$ cat config.mk
export PLATFORM = sky130hd
export DESIGN_NAME = acp_job_sequencer
export DESIGN_NICKNAME = d
export VERILOG_FILES = /design/src/rtl/acp_pkg.sv /design/src/rtl/acp_job_fifo.sv /design/src/rtl/acp_job_sequencer.sv
export SDC_FILE = /design/constraint.sdc
export NUM_CORES = 1
export LEC_CHECK = 0
export CELL_PAD_IN_SITES_DETAIL_PLACEMENT = 1
export CELL_PAD_IN_SITES_GLOBAL_PLACEMENT = 1
export CORE_MARGIN = 10
export CORE_UTILIZATION = 40
export DETAILED_ROUTE_END_ITERATION = 16
export PLACE_DENSITY = 0.85
export SYNTH_ARGS = -nofsm -noshare
export SYNTH_HDL_FRONTEND = slang
export SYNTH_SLANG_ARGS = --single-unit
$ cat constraint.sdc
create_clock -name clk -period 4.8 [get_ports clk]
set_input_delay 1.44 -clock clk [delete_from_list [all_inputs] [get_ports clk]]
set_output_delay 1.44 -clock clk [all_outputs]
set_load 0.01 [all_outputs]
$ cat src/rtl/acp_pkg.sv
// rtl/acp_pkg.sv - shared constants, types and command packing for the ACP job sequencer
package acp_pkg;

   localparam logic [2:0] REG_SRC      = 3'd0;
   localparam logic [2:0] REG_DST      = 3'd1;
   localparam logic [2:0] REG_LEN      = 3'd2;
   localparam logic [2:0] REG_CTRL     = 3'd3;
   localparam logic [2:0] REG_STATUS   = 3'd4;
   localparam logic [2:0] REG_LAST_STS = 3'd5;

   localparam int CTRL_IRQ_EN   = 0;
   localparam int CTRL_DONE_IRQ = 1;
   localparam int CTRL_ERR      = 2;
   localparam int CTRL_FLUSH    = 3;

   localparam int ST_LEVEL_LSB = 8;
   localparam int ST_BUSY      = 12;
   localparam int ST_ERR       = 13;
   localparam int ST_OVF       = 14;
   localparam int ST_IRQ       = 15;

   localparam int STS_OKAY = 7;

   localparam int BTT_W        = 23;
   localparam int TAG_W        = 4;
   localparam int CMD_W        = 72;
   localparam int CMD_INCR     = 23;
   localparam int CMD_EOF      = 30;
   localparam int CMD_ADDR_LSB = 32;
   localparam int CMD_TAG_LSB  = 64;

   typedef enum logic [1:0] {
      S_IDLE  = 2'd0,
      S_ISSUE = 2'd1,
      S_WAIT  = 2'd2,
      S_DONE  = 2'd3
   } state_t;

   typedef struct packed {
      logic [31:0]      src;
      logic [31:0]      dst;
      logic [BTT_W-1:0] btt;
   } job_t;

   function automatic logic [CMD_W-1:0] pack_cmd(input logic [BTT_W-1:0] btt,
                                                 input logic [31:0]      addr,
                                                 input logic [TAG_W-1:0] tag);
      logic [CMD_W-1:0] cmd;
      cmd                         = '0;
      cmd[BTT_W-1:0]              = btt;
      cmd[CMD_INCR]               = 1'b1;
      cmd[CMD_EOF]                = 1'b1;
      cmd[CMD_ADDR_LSB +: 32]     = addr;
      cmd[CMD_TAG_LSB +: TAG_W]   = tag;
      return cmd;
   endfunction

endpackage

$ cat src/rtl/acp_job_fifo.sv
// rtl/acp_job_fifo.sv - synchronous job queue with level/full/empty and flush
module acp_job_fifo #(
   parameter int W    = 87,
   parameter int LOG2 = 2
) (
   input  logic          clk,
   input  logic          aresetn,
   input  logic          flush_i,
   input  logic          push_i,
   input  logic [W-1:0]  push_data_i,
   input  logic          pop_i,
   output logic [W-1:0]  pop_data_o,
   output logic [LOG2:0] level_o,
   output logic          full_o,
   output logic          empty_o
);

   localparam int DEPTH = 1 << LOG2;

   logic [W-1:0]    mem_q [DEPTH];
   logic [LOG2-1:0] wr_ptr_q, rd_ptr_q;
   logic [LOG2:0]   level_q;
   logic            do_push, do_pop;

   assign full_o     = (level_q == (LOG2+1)'(DEPTH));
   assign empty_o    = (level_q == '0);
   assign level_o    = level_q;
   assign pop_data_o = mem_q[rd_ptr_q];

   // A push into a full queue is fine when the head leaves in the same cycle.
   assign do_push = push_i && (!full_o || pop_i);
   assign do_pop  = pop_i && !empty_o;

   always_ff @(posedge clk) begin
      if (do_push) begin
         mem_q[wr_ptr_q] <= push_data_i;
      end
   end

   always_ff @(posedge clk) begin
      if (!aresetn || flush_i) begin
         wr_ptr_q <= '0;
         rd_ptr_q <= '0;
         level_q  <= '0;
      end else begin
         if (do_push) begin
            wr_ptr_q <= wr_ptr_q + LOG2'(1);
         end
         if (do_pop) begin
            rd_ptr_q <= rd_ptr_q + LOG2'(1);
         end
         if (do_push && !do_pop) begin
            level_q <= level_q + (LOG2+1)'(1);
         end else if (do_pop && !do_push) begin
            level_q <= level_q - (LOG2+1)'(1);
         end
      end
   end

endmodule

$ cat src/rtl/acp_job_sequencer.sv
// rtl/acp_job_sequencer.sv - queues copy jobs and drives MM2S/S2MM datamover command and status streams
module acp_job_sequencer
   import acp_pkg::*;
#(
   parameter int C_S_AXI_ADDR_WIDTH = 32,
   parameter int C_S_AXI_DATA_WIDTH = 32,
   parameter int C_JOB_FIFO_LOG2    = 2,
   parameter int C_HALT_ON_ERR      = 1
) (
   input  logic                          clk,
   input  logic                          aresetn,
   input  logic [C_S_AXI_ADDR_WIDTH-1:0] set_addr,
   input  logic [C_S_AXI_DATA_WIDTH-1:0] set_data,
   input  logic                          set_stb,
   input  logic [C_S_AXI_ADDR_WIDTH-1:0] get_addr,
   output logic [C_S_AXI_DATA_WIDTH-1:0] get_data,
   input  logic                          get_stb,
   output logic                          mm2s_cmd_tvalid,
   input  logic                          mm2s_cmd_tready,
   output logic [CMD_W-1:0]              mm2s_cmd_tdata,
   input  logic                          mm2s_sts_tvalid,
   output logic                          mm2s_sts_tready,
   input  logic [7:0]                    mm2s_sts_tdata,
   output logic                          s2mm_cmd_tvalid,
   input  logic                          s2mm_cmd_tready,
   output logic [CMD_W-1:0]              s2mm_cmd_tdata,
   input  logic                          s2mm_sts_tvalid,
   output logic                          s2mm_sts_tready,
   input  logic [7:0]                    s2mm_sts_tdata,
   output logic                          irq,
   output logic                          busy
);

   state_t state_q, state_d;

   logic [31:0]      src_q, dst_q;
   logic [BTT_W-1:0] len_q;
   logic             irq_en_q, done_irq_q, err_q, ovf_q;
   logic             irq_en_d, done_irq_d, err_d, ovf_d;
   logic [7:0]       jobs_done_q, last_sts_q;
   logic [7:0]       jobs_done_d, last_sts_d;
   logic [TAG_W-1:0] tag_q, act_tag_q;
   job_t             act_job_q;
   logic             mm2s_acc_q, s2mm_acc_q, mm2s_seen_q, s2mm_seen_q;
   logic [7:0]       mm2s_sts_q, s2mm_sts_q;

   logic [31:0]          wdata;
   logic                 wr_src, wr_dst, wr_len, wr_ctrl;
   logic                 len_zero, push, pop, flush, ovf_set, halted;
   logic                 fifo_full, fifo_empty;
   logic [C_JOB_FIFO_LOG2:0] fifo_level;
   job_t                 fifo_head;
   logic                 mm2s_cmd_hs, s2mm_cmd_hs, mm2s_cap, s2mm_cap;
   logic                 mm2s_bad, s2mm_bad, in_done;
   logic [31:0]          status_w, rdata;

   wire unused_ok = ^{set_addr, get_addr, set_data, get_stb};

   assign wdata   = set_data[31:0];
   assign wr_src  = set_stb && (set_addr[4:2] == REG_SRC);
   assign wr_dst  = set_stb && (set_addr[4:2] == REG_DST);
   assign wr_len  = set_stb && (set_addr[4:2] == REG_LEN);
   assign wr_ctrl = set_stb && (set_addr[4:2] == REG_CTRL);

   assign halted   = err_q && (C_HALT_ON_ERR != 0);
   assign pop      = (state_q == S_IDLE) && !fifo_empty && !halted;
   assign len_zero = wr_len && (wdata[BTT_W-1:0] == '0);
   assign push     = wr_len && !len_zero && (!fifo_full || pop);
   assign ovf_set  = wr_len && !len_zero && fifo_full && !pop;
   assign flush    = wr_ctrl && wdata[CTRL_FLUSH];

   acp_job_fifo #(
      .W    ($bits(job_t)),
      .LOG2 (C_JOB_FIFO_LOG2)
   ) u_fifo (
      .clk         (clk),
      .aresetn     (aresetn),
      .flush_i     (flush),
      .push_i      (push),
      .push_data_i ({src_q, dst_q, wdata[BTT_W-1:0]}),
      .pop_i       (pop),
      .pop_data_o  (fifo_head),
      .level_o     (fifo_level),
      .full_o      (fifo_full),
      .empty_o     (fifo_empty)
   );

   assign mm2s_cmd_hs = mm2s_cmd_tvalid && mm2s_cmd_tready;
   assign s2mm_cmd_hs = s2mm_cmd_tvalid && s2mm_cmd_tready;
   assign mm2s_cap    = mm2s_sts_tvalid && mm2s_sts_tready && !mm2s_seen_q;
   assign s2mm_cap    = s2mm_sts_tvalid && s2mm_sts_tready && !s2mm_seen_q;

   assign mm2s_cmd_tdata = pack_cmd(act_job_q.btt, act_job_q.src, act_tag_q);
   assign s2mm_cmd_tdata = pack_cmd(act_job_q.btt, act_job_q.dst, act_tag_q);

   // Status check runs on the captured beats; a wrong tag counts as an error even when OKAY.
   assign mm2s_bad = !mm2s_sts_q[STS_OKAY] || (mm2s_sts_q[TAG_W-1:0] != act_tag_q);
   assign s2mm_bad = !s2mm_sts_q[STS_OKAY] || (s2mm_sts_q[TAG_W-1:0] != act_tag_q);
   assign in_done  = (state_q == S_DONE);

   always_ff @(posedge clk) begin
      if (!aresetn) begin
         state_q <= S_IDLE;
      end else begin
         state_q <= state_d;
      end
   end

   always_comb begin
      state_d = state_q;
      case (state_q)
         S_IDLE:  if (pop) state_d = S_ISSUE;
         S_ISSUE: if ((mm2s_acc_q || mm2s_cmd_hs) && (s2mm_acc_q || s2mm_cmd_hs)) state_d = S_WAIT;
         S_WAIT:  if (mm2s_seen_q && s2mm_seen_q) state_d = S_DONE;
         S_DONE:  state_d = S_IDLE;
         default: state_d = S_IDLE;
      endcase
   end

   always_comb begin
      mm2s_cmd_tvalid = 1'b0;
      s2mm_cmd_tvalid = 1'b0;
      mm2s_sts_tready = 1'b0;
      s2mm_sts_tready = 1'b0;
      if (state_q == S_ISSUE) begin
         mm2s_cmd_tvalid = !mm2s_acc_q;
         s2mm_cmd_tvalid = !s2mm_acc_q;
      end
      if (state_q == S_ISSUE || state_q == S_WAIT) begin
         mm2s_sts_tready = 1'b1;
         s2mm_sts_tready = 1'b1;
      end
      busy = (state_q != S_IDLE) || !fifo_empty;
   end

   // Sets are applied after clears so a same-cycle event wins over W1C.
   always_comb begin
      irq_en_d    = wr_ctrl ? wdata[CTRL_IRQ_EN] : irq_en_q;
      done_irq_d  = done_irq_q;
      err_d       = err_q;
      ovf_d       = ovf_q;
      jobs_done_d = jobs_done_q;
      last_sts_d  = last_sts_q;
      if (wr_ctrl && wdata[CTRL_DONE_IRQ]) done_irq_d = 1'b0;
      if (wr_ctrl && wdata[CTRL_ERR]) begin
         err_d = 1'b0;
         ovf_d = 1'b0;
      end
      if (ovf_set) ovf_d = 1'b1;
      if (len_zero) err_d = 1'b1;
      if (in_done) begin
         done_irq_d  = 1'b1;
         jobs_done_d = jobs_done_q + 8'd1;
         last_sts_d  = (mm2s_bad && !s2mm_bad) ? mm2s_sts_q : s2mm_sts_q;
         if (mm2s_bad || s2mm_bad) err_d = 1'b1;
      end
   end

   always_ff @(posedge clk) begin
      if (!aresetn) begin
         src_q       <= '0;
         dst_q       <= '0;
         len_q       <= '0;
         irq_en_q    <= 1'b0;
         done_irq_q  <= 1'b0;
         err_q       <= 1'b0;
         ovf_q       <= 1'b0;
         jobs_done_q <= '0;
         last_sts_q  <= '0;
         tag_q       <= '0;
         act_tag_q   <= '0;
         act_job_q   <= '0;
         mm2s_acc_q  <= 1'b0;
         s2mm_acc_q  <= 1'b0;
         mm2s_seen_q <= 1'b0;
         s2mm_seen_q <= 1'b0;
         mm2s_sts_q  <= '0;
         s2mm_sts_q  <= '0;
      end else begin
         if (wr_src) src_q <= wdata;
         if (wr_dst) dst_q <= wdata;
         if (wr_len) len_q <= wdata[BTT_W-1:0];
         irq_en_q    <= irq_en_d;
         done_irq_q  <= done_irq_d;
         err_q       <= err_d;
         ovf_q       <= ovf_d;
         jobs_done_q <= jobs_done_d;
         last_sts_q  <= last_sts_d;
         if (pop) begin
            act_job_q   <= fifo_head;
            act_tag_q   <= tag_q;
            tag_q       <= tag_q + TAG_W'(1);
            mm2s_acc_q  <= 1'b0;
            s2mm_acc_q  <= 1'b0;
            mm2s_seen_q <= 1'b0;
            s2mm_seen_q <= 1'b0;
         end else begin
            if (mm2s_cmd_hs) mm2s_acc_q <= 1'b1;
            if (s2mm_cmd_hs) s2mm_acc_q <= 1'b1;
            if (mm2s_cap) begin
               mm2s_seen_q <= 1'b1;
               mm2s_sts_q  <= mm2s_sts_tdata;
            end
            if (s2mm_cap) begin
               s2mm_seen_q <= 1'b1;
               s2mm_sts_q  <= s2mm_sts_tdata;
            end
         end
      end
   end

   assign irq = irq_en_q && (done_irq_q || err_q);

   always_comb begin
      status_w                      = '0;
      status_w[7:0]                 = jobs_done_q;
      status_w[ST_LEVEL_LSB +: 4]   = 4'(fifo_level);
      status_w[ST_BUSY]             = busy;
      status_w[ST_ERR]              = err_q;
      status_w[ST_OVF]              = ovf_q;
      status_w[ST_IRQ]              = irq;
   end

   always_comb begin
      rdata = '0;
      case (get_addr[4:2])
         REG_SRC:      rdata = src_q;
         REG_DST:      rdata = dst_q;
         REG_LEN:      rdata = {{(32-BTT_W){1'b0}}, len_q};
         REG_CTRL: begin
            rdata[CTRL_IRQ_EN]   = irq_en_q;
            rdata[CTRL_DONE_IRQ] = done_irq_q;
            rdata[CTRL_ERR]      = err_q;
         end
         REG_STATUS:   rdata = status_w;
         REG_LAST_STS: rdata = {24'b0, last_sts_q};
         default:      rdata = '0;
      endcase
   end

   assign get_data = C_S_AXI_DATA_WIDTH'(rdata);

endmodule

After elaboration in Yosys (flattened, before gate mapping) --
Memories as Yosys holds them, arrays and structs flattened. A register that Yosys moved wholly into a read port is not among the register bits. Cells that the tools add are included. Widths: inputs -> output; s select.
Operators by class: add/sub/neg operators 6, multiply operators 0, divide/modulo/power cells 0, $lt $le $gt $ge 0, equality and inequality tests 17, shifts and indexed selects 0, muxes and demuxes 22, bitwise logic cells 2, reduce and logical (&&, ||, !) cells 67
Operator list (count):
- $pmux 29 s5 | 1
- $logic_and 1x1->1 | 28
- $logic_not 23->1 | 1
- $pmux 3 s6 | 1
- $logic_not 1->1 | 16
- $mux 1 | 13
- $eq 3x2->1 const B | 4
- $logic_or 1x1->1 | 10
- $eq 3x3->1 const B | 3
- $logic_not 3->1 | 3
- $add 8x1->8 const B | 1
- $mux 8 | 1
- $ne 4x4->1 | 2
- $pmux 2 s4 | 1
- $reduce_bool 2->1 | 4
- $eq 3x1->1 const B | 2
- $mux 2 | 3
- $mux 3 | 2
- $ne 2x2->1 const B | 3
- $add 2x1->2 const B | 2
- $add 4x1->4 const B | 1
- $eq 2x2->1 const B | 2
- $reduce_and 2->1 | 2
- $add 3x1->3 const B | 1
- other kinds (6) | 7
Word-level totals: bits in registers 144, bits in latches 0, bits in writable memories 348, memory bits (read-only) 0, bits of input ports 120, output and inout port bits 182, word-level logic and storage cells 136, memories 1
Memories:
- u_fifo.mem_q | depth 4, width 87, read ports 1, clocked after memory_dff 1, write ports 1, line acp_job_fifo.sv:20 | logic [W-1:0] mem_q [DEPTH];

Longest topological paths before layout --
Gate-level depths: netlist of run 1.
depth after elaboration 11, depth in mapped cells 15, gate-level depth less buffers 12

Modules after synthesis --
Synthesis of run 1 repeated with hierarchy kept, for this count alone.
Second synthesis, totals: cell total of the unflattened synthesis 1719, area, all modules 22532.9 sq um
Modules (own cells, without submodules):
- acp_job_fifo | times used 1, cells each 505, area each 12998.7 sq um, sequential area each 10630.2 sq um
- acp_job_sequencer | times used 1, cells each 1214, area each 9534.1 sq um, sequential area each 4484.3 sq um

Worst setup path before layout of run 1 --
OpenSTA, ideal clock, no wires.
path type in2reg, start input port set_addr[4], end memory u_fifo.mem_q[2][0] (enable), arrival 4189 ps, required time 4345 ps, setup slack 156 ps, stages 4, buffers on the path 1, cells stage by stage nand4bb_1 clkbuf_1 a211oi_2 and2_1
Between the ends: word-level cells in the longest chain between the ends 9
RTL lines:
- start, declared | line acp_job_sequencer.sv:12 | input logic [C_S_AXI_ADDR_WIDTH-1:0] set_addr,
- $eq 3x2->1 (*) | line acp_job_sequencer.sv:62 | assign wr_len = set_stb && (set_addr[4:2] == REG_LEN);
- $logic_and 1x1->1 (*) | line acp_job_sequencer.sv:62
- $logic_and 1x1->1 | line acp_job_sequencer.sv:67 | assign len_zero = wr_len && (wdata[BTT_W-1:0] == '0);
- $logic_not 1->1 | line acp_job_sequencer.sv:68 | assign push = wr_len && !len_zero && (!fifo_full || pop);
- $logic_and 1x1->1 (*) (2 in a row) | line acp_job_sequencer.sv:68
- $logic_and 1x1->1 (*) | line acp_job_fifo.sv:31 | assign do_push = push_i && (!full_o || pop_i);
- via u_fifo.do_push | line acp_job_fifo.sv:23 | logic do_push, do_pop;
- $mux 1 (*) | line acp_job_fifo.sv:35 | if (do_push) begin
- $mux 1 (not written as such) (*) | line acp_job_fifo.sv:36 | mem_q[wr_ptr_q] <= push_data_i;
- end, declared | line acp_job_fifo.sv:20
Mark *: on every way through the listed nets, which the timed path passes. The rest lies on a longest branch.

Worst setup path in the final report of run 1 --
start input port get_addr[3], end output port get_data[27]
Between the ends: word-level cells in the longest chain between the ends 2
RTL lines:
- start, declared | line acp_job_sequencer.sv:15 | input logic [C_S_AXI_ADDR_WIDTH-1:0] get_addr,
- $eq 3x3->1 (tied with other cells) | line acp_job_sequencer.sv:226 | case (get_addr[4:2])
- $pmux 29 s5 (*) | line acp_job_sequencer.sv:226
- end, declared | line acp_job_sequencer.sv:16 | output logic [C_S_AXI_DATA_WIDTH-1:0] get_data,
Every way passes the cells marked *; elsewhere a longest branch is shown, timed or not.

==> results.json, run 1 <==
{
  "run_status": "finished, final reports clean",
  "timing.critical_path.required_ns": 3.36,
  "synth.lib_cells_used.distinct": 53,
  "crit_end": "get_data[27]",
  "cts_buffer_depth": 3,
  "crit_path_top_delay_cell": "sky130_fd_sc_hd__clkdlybuf4s50_1",
  "die_w_um": 257,
  "netlist_top_cells_area": "sky130_fd_sc_hd__edfxtp_1, sky130_fd_sc_hd__dfxtp_1, sky130_fd_sc_hd__mux4_2",
  "cts.htree.levels": 2,
  "placed_cells_incl_taps": 2615,
  "insertion_delay_ns": 0.61,
  "antenna_left": 0,
  "detailedPlacementHpwl_um": 44400,
  "drt-initial-drc-count": 1045,
  "io_buffer_count": 216,
  "nets": 2064,
  "synth_top_flop_cell": "sky130_fd_sc_hd__edfxtp_1",
  "timing.critical_path.buf_inv": 4,
  "cp-startpoint": "get_addr[3]",
  "critPathLaunchType": "primary input",
  "antenna_found_initial": 4,
  "timing.reg2reg.worst_path_depth": 10,
  "final-instance-count-excl-fill": 2731,
  "grt_use_total": 0.202,
  "drv_cap": 0,
  "async_reset_ff_frac": 0,
  "tritoncts": "built",
  "root_buffer": "sky130_fd_sc_hd__clkbuf_16",
  "post-route-worst-setup-slack_ns": 0.0174,
  "reg2reg_to": "u_fifo.level_o[1]$_SDFFE_PP0P_",
  "crit_path_max_fanout": 10,
  "clkSinkCount": 579,
  "drive_above_1_share": 0.136,
  "maxSlewHeadroom": 0.346,
  "largest_net_degree_at_the_start_of_global_routing": 88,
  "fp-row-count": 86,
  "design.die.area_um2": 66300,
  "skew_ns": 0.0164,
  "worst-r2r-setup-slack_ns": 1.15,
  "yosys_warnings": 0,
  "grt.overflow.total": 0,
  "cells_traversed_along_the_worst_timing_path": "clkdlybuf4s50_1 > buf_12 > or2_2 > buf_4 > nor2_1 > clkdlybuf4s50_1",
  "die_y_um": 257,
  "post-route-drc-count": 0,
  "initial_cell_density_of_the_core": 0.407,
  "arrival_time_at_the_worst_endpoint_ns": 3.34,
  "route.detailed.wl_per_inst_um": 25.2,
  "share_of_yosys_cell_area_claimed_by_the_top_area_cell_type": 0.464,
  "hold-worst-slack_ns": 0.452,
  "ys_ff_latch": 579,
  "syn_to_layout_area_delta_pct": 21.3,
  "max_stage_delay_ns": 0.58,
  "path_depth": 6,
  "detailroute.via_count": 15100,
  "max_freq_ghz": 0.209,
  "path_clk_slew_ns": 0.06,
  "number_of_flops_mapped_to_enable_cells_by_yosys": 348,
  "power.leakage_nw": 9.13,
  "critPathKind": "in2out",
  "first_global_vias": 16200,
  "path_delay_family": "buffers and inverters",
  "synth.cell_area_um2": 22500,
  "seq_area_frac_synth": 0.669,
  "grt_first_pass_wirelength_um": 103000,
  "rr_startpoint": "state_q[1]$_SDFFE_PN0P_",
  "setup_viol": 0,
  "first_pass_drt_iterations": 5,
  "biggest_area_consumer_among_synthesized_cells": "sky130_fd_sc_hd__edfxtp_1",
  "hp-class": "reg2reg",
  "power.density_cell_area_nw_per_um2": 520,
  "tritoncts.num_buffers": 59,
  "most_frequent_cell_on_the_critical_path": "sky130_fd_sc_hd__clkdlybuf4s50_1",
  "final_min_period_over_clock_period": 0.996,
  "finalWorstPathRequiredPeriod_ns": 4.78,
  "fin_hold_viols": 0,
  "wirelength_um": 68800,
  "final-max-slew-violation-count": 0,
  "synth.avg_cell_area_um2": 13.1,
  "post_drt_via_cell_ratio": 5.51,
  "gp_congestion": 0.826,
  "worst_margin_slew_ns": 0.980,
  "dp_worst_setup_slack_ns": -0.212,
  "vdd.ir_drop.worst_mv": 0.524,
  "core_area_um2": 55400,
  "critPathCaptureType": "output pin",
  "netlist_instances": 1723,
  "io_pins": 302
}
-- metal layers --
metal,up-vias,track usage,wire (um)
li1,6529,-,-
met1,7745,0.235,26300
met2,653,0.359,35000
met3,124,0.0468,5390
met4,2,0.0688,2110
met5,-,0,13
-- worst register-to-register path, delay by kind of cell (launching register included) --
family                     cells  cell delay [ns]
muxes                          1             0.20
adders and majority gates      3             1.09
DFF                            1             0.33
buffers and inverters          3             0.64
and+or+nand+nor                3             1.26
-- cell usage in the layout (no fill, tap or decap), types with 5 or more instances in the layout --
| cell type | instances |
|---|---|
| sky130_fd_sc_hd__conb_1 | 26 |
| sky130_fd_sc_hd__ha_1 | 11 |
| sky130_fd_sc_hd__mux2i_1 | 48 |
| sky130_fd_sc_hd__nor2_1 | 72 |
| sky130_fd_sc_hd__o21ai_1 | 7 |
| sky130_fd_sc_hd__clkbuf_8 | 8 |
| sky130_fd_sc_hd__buf_12 | 8 |
| sky130_fd_sc_hd__clkinv_2 | 11 |
| sky130_fd_sc_hd__a2111oi_0 | 7 |
| sky130_fd_sc_hd__a311oi_1 | 7 |
| sky130_fd_sc_hd__dlygate4sd2_1 | 15 |
| sky130_fd_sc_hd__inv_1 | 19 |
| sky130_fd_sc_hd__nand2b_1 | 9 |
| sky130_fd_sc_hd__clkbuf_16 | 59 |
| sky130_fd_sc_hd__nand3_1 | 10 |
| sky130_fd_sc_hd__clkbuf_1 | 24 |
| sky130_fd_sc_hd__buf_4 | 58 |
| sky130_fd_sc_hd__dfxtp_1 | 229 |
| sky130_fd_sc_hd__xor2_1 | 9 |
| sky130_fd_sc_hd__o21ai_0 | 14 |
| sky130_fd_sc_hd__clkdlybuf4s50_1 | 192 |
| sky130_fd_sc_hd__edfxtp_1 | 348 |
| sky130_fd_sc_hd__mux4_2 | 92 |
| sky130_fd_sc_hd__xnor2_1 | 12 |
| sky130_fd_sc_hd__nor4_1 | 5 |
| sky130_fd_sc_hd__and2_4 | 5 |
| sky130_fd_sc_hd__dlymetal6s2s_1 | 6 |
| sky130_fd_sc_hd__nand4_1 | 5 |
| sky130_fd_sc_hd__a21oi_1 | 210 |
| sky130_fd_sc_hd__nand2_1 | 385 |
-- cell families (layout without fill, tap and decap cells) --
kind of cell,after synthesis,in the layout,synth area share
xor gates and xnor gates,21,21,0.00816
buffers and inverters,180,414,0.0431
muxes,143,143,0.115
AOI/OAI and AO/OA,266,266,0.0648
adders and majority gates,12,12,0.00699
and+or+nand+nor,520,520,0.0932
DFF,579,579,0.669
other,2,28,0.000333
-- state kept, by name (all words and copies together) (netlist names), 8 cells and up --
name / flops
dst_q: 32
src_q: 32
u_fifo.mem_q: 348
last_sts_q: 8
len_q: 23
s2mm_cmd_tdata: 32
s2mm_sts_q: 8
jobs_done_q: 8
mm2s_sts_q: 8
mm2s_cmd_tdata: 55
-- where the power goes --
part	switching [mW]	total, mW	internal, mW
clock	1.91	4.42	2.51
combinational	2.11	3.78	1.67
sequential	0.387	6.02	5.64
total	4.41	14.2	9.81
-- worst min-delay path by stage --
stage | start | endpoint | slack (ns) | depth (start not counted)
detailed placement | s2mm_cmd_tdata[59]$_SDFFE_PN0P_ | s2mm_cmd_tdata[59]$_SDFFE_PN0P_ | 0.45 | 2
global placement | ovf_q$_SDFFE_PN0P_ | ovf_q$_SDFFE_PN0P_ | 0.44 | 2
finish | s2mm_cmd_tdata[63]$_SDFFE_PN0P_ | s2mm_cmd_tdata[63]$_SDFFE_PN0P_ | 0.45 | 2
CTS | len_q[21]$_SDFFE_PN0P_ | len_q[21]$_SDFFE_PN0P_ | 0.46 | 2
floorplan | ovf_q$_SDFFE_PN0P_ | ovf_q$_SDFFE_PN0P_ | 0.43 | 2
global route | len_q[5]$_SDFFE_PN0P_ | len_q[5]$_SDFFE_PN0P_ | 0.48 | 2
-- Yosys cell counts, types with 2 or more instances --
library cell	instances
sky130_fd_sc_hd__o22ai_1	2
sky130_fd_sc_hd__xor2_1	9
sky130_fd_sc_hd__ha_1	11
sky130_fd_sc_hd__o21ai_0	21
sky130_fd_sc_hd__mux4_2	92
sky130_fd_sc_hd__nand2b_1	9
sky130_fd_sc_hd__nand2_1	385
sky130_fd_sc_hd__buf_4	55
sky130_fd_sc_hd__buf_6	8
sky130_fd_sc_hd__edfxtp_1	348
sky130_fd_sc_hd__nor2_1	76
sky130_fd_sc_hd__and2_1	8
sky130_fd_sc_hd__xnor2_1	12
sky130_fd_sc_hd__or3_1	3
sky130_fd_sc_hd__inv_1	19
sky130_fd_sc_hd__conb_1	2
sky130_fd_sc_hd__a311oi_1	7
sky130_fd_sc_hd__nor4_1	5
sky130_fd_sc_hd__a2111oi_0	7
sky130_fd_sc_hd__buf_1	4
sky130_fd_sc_hd__dfxtp_1	231
sky130_fd_sc_hd__a211oi_4	2
sky130_fd_sc_hd__and3_1	3
sky130_fd_sc_hd__nand3_1	10
sky130_fd_sc_hd__o211ai_1	2
sky130_fd_sc_hd__a21oi_1	213
sky130_fd_sc_hd__buf_2	24
sky130_fd_sc_hd__a211oi_1	4
sky130_fd_sc_hd__nor3_1	3
sky130_fd_sc_hd__mux2i_1	50
sky130_fd_sc_hd__clkbuf_1	68
sky130_fd_sc_hd__nand4_1	5
sky130_fd_sc_hd__nor2b_1	5
-- metrics by stage --
step                cell area, um^2   util  total power, mW  TNS [ns]
finish                        27300  0.493             14.2         0
CTS                           27300  0.493             14.4         0
floorplan                     22600      -             8.46         0
detailed placement            25400  0.459             9.95     -1.21
global route                  27300  0.493             14.8   -0.0186
global placement              25400  0.459             9.76    -0.971
-- cell type report --
cell class                 count  area (um^2)
sequential                   579        15100
tap                          748          936
fill                        5627        28100
timing repair buffer         283         2760
clock inverter                19          156
inverter                      21         85.1
antenna                        2         5.00
multi-input combinational    988         6650
clock buffer                  91         1680
-- timing repair --
action,in CTS,in global routing
setup endpoints to repair,21,12
hold buffers,0,0
pin swaps,1,0
buffers inserted,4,0
resized for setup,28,12
Power figures use the tool's default switching activity.
==> run 2: changes to the inputs <==
--- a/config.mk
+++ b/config.mk
@@ -5,12 +5,13 @@
 export SDC_FILE = /design/constraint.sdc
 export NUM_CORES = 1
 export LEC_CHECK = 0
+export ABC_AREA = 1
 export CELL_PAD_IN_SITES_DETAIL_PLACEMENT = 1
 export CELL_PAD_IN_SITES_GLOBAL_PLACEMENT = 1
-export CORE_MARGIN = 10
-export CORE_UTILIZATION = 40
+export CORE_MARGIN = 1.5
+export CORE_UTILIZATION = 39
 export DETAILED_ROUTE_END_ITERATION = 16
-export PLACE_DENSITY = 0.85
+export PLACE_DENSITY = 0.86
 export SYNTH_ARGS = -nofsm -noshare
 export SYNTH_HDL_FRONTEND = slang
 export SYNTH_SLANG_ARGS = --single-unit
==> run 2 against run 1 <==
Effect of this change: flip-flop and latch count is the same; clock power is essentially flat; wire length grew 4.5%; critical path depth grew 1; critical endpoint is now get_data[7]; highest routed layer unchanged.
==> results.json, run 2 <==
{
  "synth.cell_area_um2": 22600,
  "fin_hold_viols": 0,
  "placed_cells_incl_taps": 3051,
  "largest_register_ffs": 348,
  "tritoncts": "built",
  "hold_start": "mm2s_sts_q[4]$_SDFFE_PN0P_",
  "final-max-slew-violation-count": 0,
  "final_util": 0.475,
  "worstHoldEndpoint": "mm2s_sts_q[4]$_SDFFE_PN0P_",
  "maxSlewHeadroom": 0.303,
  "async_reset_ff_frac": 0,
  "timing.reg2reg.worst_path_depth": 15,
  "antenna_left": 0,
  "hp-class": "reg2reg",
  "netlist_top_cells_area": "sky130_fd_sc_hd__edfxtp_1, sky130_fd_sc_hd__dfxtp_1, sky130_fd_sc_hd__o21ai_0",
  "layout.cells.most_common_list": "sky130_fd_sc_hd__nor2_1, sky130_fd_sc_hd__o21ai_0, sky130_fd_sc_hd__edfxtp_1, sky130_fd_sc_hd__dfxtp_1, sky130_fd_sc_hd__clkdlybuf4s50_1",
  "synth.lib_cells_used.distinct": 45,
  "reg2reg_to": "u_fifo.level_o[2]$_SDFFE_PP0P_",
  "multi_input_comb_area_um2": 6200,
  "power.density_cell_area_nw_per_um2": 533,
  "vdd.ir_drop.worst_mv": 0.319,
  "cts.htree.levels": 2,
  "regArea_um2": 15100,
  "largest-register": "u_fifo.mem_q",
  "detailroute.via_count": 17300,
  "grt.overflow.total": 0,
  "final_common_cell": "sky130_fd_sc_hd__nor2_1",
  "grt_use_total": 0.239,
  "root_buffer": "sky130_fd_sc_hd__clkbuf_16",
  "clkSinkCount": 579,
  "run_status": "finished, final reports clean",
  "report.power.total_mw": 14.6,
  "ys_ff_latch": 579,
  "post_cts.resized_instances": 10,
  "worst_hold_path.num_cells": 2,
  "grt_first_pass_wirelength_um": 109000,
  "max_stage_delay_ns": 0.67,
  "post-route-worst-setup-slack_ns": 0.0887,
  "final-instance-count-excl-fill": 3159,
  "syn_to_layout_area_delta_pct": 20.9,
  "synth_top_flop_cell": "sky130_fd_sc_hd__edfxtp_1",
  "rr_startpoint": "state_q[0]$_SDFFE_PN0P_",
  "dp_worst_setup_slack_ns": -0.184,
  "number_of_flops_mapped_to_enable_cells_by_yosys": 348,
  "io_buffer_count": 216,
  "die_y_um": 244,
  "worst-r2r-setup-slack_ns": 1.97,
  "detailedPlacementHpwl_um": 45300,
  "drt-initial-drc-count": 1527,
  "antenna_found_initial": 5,
  "final_min_period_over_clock_period": 0.982,
  "share_of_yosys_cell_area_claimed_by_the_top_area_cell_type": 0.463,
  "route.detailed.wl_per_inst_um": 22.8,
  "gp_congestion": 0.861,
  "cells_traversed_along_the_worst_timing_path": "dlygate4sd2_1 > nor2_2 > nand2_1 > o22ai_1 > nor2_1 > o21ai_0 > clkdlybuf4s50_1",
  "skew_ns": 0.0244,
  "max_freq_ghz": 0.212,
  "critPathLaunchType": "primary input",
  "wirelength_um": 71900,
  "crit_path_top_delay_cell": "sky130_fd_sc_hd__clkdlybuf4s50_1",
  "first_global_vias": 18400,
  "fin_setup_tns_ns": 0,
  "largest_net_degree_at_the_start_of_global_routing": 127,
  "finalWorstPathRequiredPeriod_ns": 4.71,
  "yosys_warnings": 0,
  "critPathKind": "in2out",
  "hold-worst-slack_ns": 0.466,
  "insertion_delay_ns": 0.63,
  "rsz0062_at_grt": "false",
  "synth_top_cells_by_count": "sky130_fd_sc_hd__nor2_1, sky130_fd_sc_hd__o21ai_0, sky130_fd_sc_hd__edfxtp_1",
  "fin_area_um2": 27300,
  "placed_cell_area_um2": 25400,
  "fp-row-count": 88,
  "timing.critical_path.required_ns": 3.36,
  "worst_margin_slew_ns": 1.05,
  "path_clk_slew_ns": 0.06,
  "cts_buffer_depth": 3,
  "synth.avg_cell_area_um2": 10.4,
  "biggest_area_consumer_among_synthesized_cells": "sky130_fd_sc_hd__edfxtp_1",
  "die_w_um": 244,
  "power.leakage_nw": 9.62,
  "crit_path_max_fanout": 5,
  "tritoncts.num_buffers": 56,
  "netlist_instances": 2170,
  "critPathCaptureType": "output pin",
  "design.die.area_um2": 59400,
  "initial_cell_density_of_the_core": 0.393,
  "nets": 2476,
  "io_pins": 302,
  "setup_viol": 0,
  "drv_cap": 0,
  "first_pass_drt_iterations": 5,
  "post-cts-setup-buffers": 0,
  "drive_above_1_share": 0.0765,
  "fillerInstances": 6285,
  "synthMostInstantiatedCell": "sky130_fd_sc_hd__nor2_1",
  "postCtsHoldBufs": 0,
  "arrival_time_at_the_worst_endpoint_ns": 3.27,
  "post-route-drc-count": 0,
  "seq_area_frac_synth": 0.667,
  "core_area_um2": 57500,
  "post_drt_via_cell_ratio": 5.47
}
-- run 2: changes by cell type after synthesis, moves of 88 or more --
cell,delta
sky130_fd_sc_hd__nand2_1,-268
sky130_fd_sc_hd__nor2_1,+425
sky130_fd_sc_hd__a31oi_1,+88
sky130_fd_sc_hd__o21ai_0,+368
sky130_fd_sc_hd__mux4_2,-92
sky130_fd_sc_hd__a21oi_1,-123
-- run 2: worst max-delay path: cells and delay by family --
kind,cells,cell delay [ns]
buf+inv,2,0.98
simple gates,3,0.45
compound gates,2,0.41
-- run 2: how the worst max path moves through the flow --
stage / start / endpoint / cells after the start
after floorplan: set_addr[4] / u_fifo.mem_q[0][0]$_DFFE_PP_ / 6
after global placement: get_addr[3] / get_data[16] / 7
after detailed placement: get_addr[3] / get_data[8] / 7
after CTS: get_addr[4] / get_data[14] / 9
after global routing: get_addr[3] / get_data[6] / 9
final: get_addr[3] / get_data[7] / 7
-- run 2: cell type report --
class	instances	area share
clock inverters	34	0.0119
multi-input cells	1315	0.227
flip-flops and latches	579	0.552
clock buffers	72	0.0562
diodes	2	0.000183
well taps	765	0.0351
inverters	115	0.0160
repair buffers	277	0.101
-- run 2: cells by family after synthesis --
| kind of cell | share of synthesized area |
|---|---|
| AND/OR/NAND/NOR | 0.117 |
| AO/OA/AOI/OAI | 0.143 |
| flip-flops | 0.667 |
| buffers and inverters | 0.0639 |
| adder cells (fa/ha/maj) | 0.00698 |
| XOR/XNOR | 0.00116 |
| other | 0.000332 |
-- run 2: report_power, final --
group / total [mW] / switching [mW] / internal [mW]
sequential: 6.21 / 0.478 / 5.74
clock: 4.44 / 1.95 / 2.49
combinational: 3.90 / 2.41 / 1.49
total: 14.6 / 4.84 / 9.71
-- run 2: per-layer routing --
metal  up-vias  GRT usage  share of wire
met3       175     0.0477          0.069
li1       7773          -              -
met2       673      0.412           0.49
met4         6      0.119          0.050
met1      8649      0.284           0.39
met5         -          0        0.00051
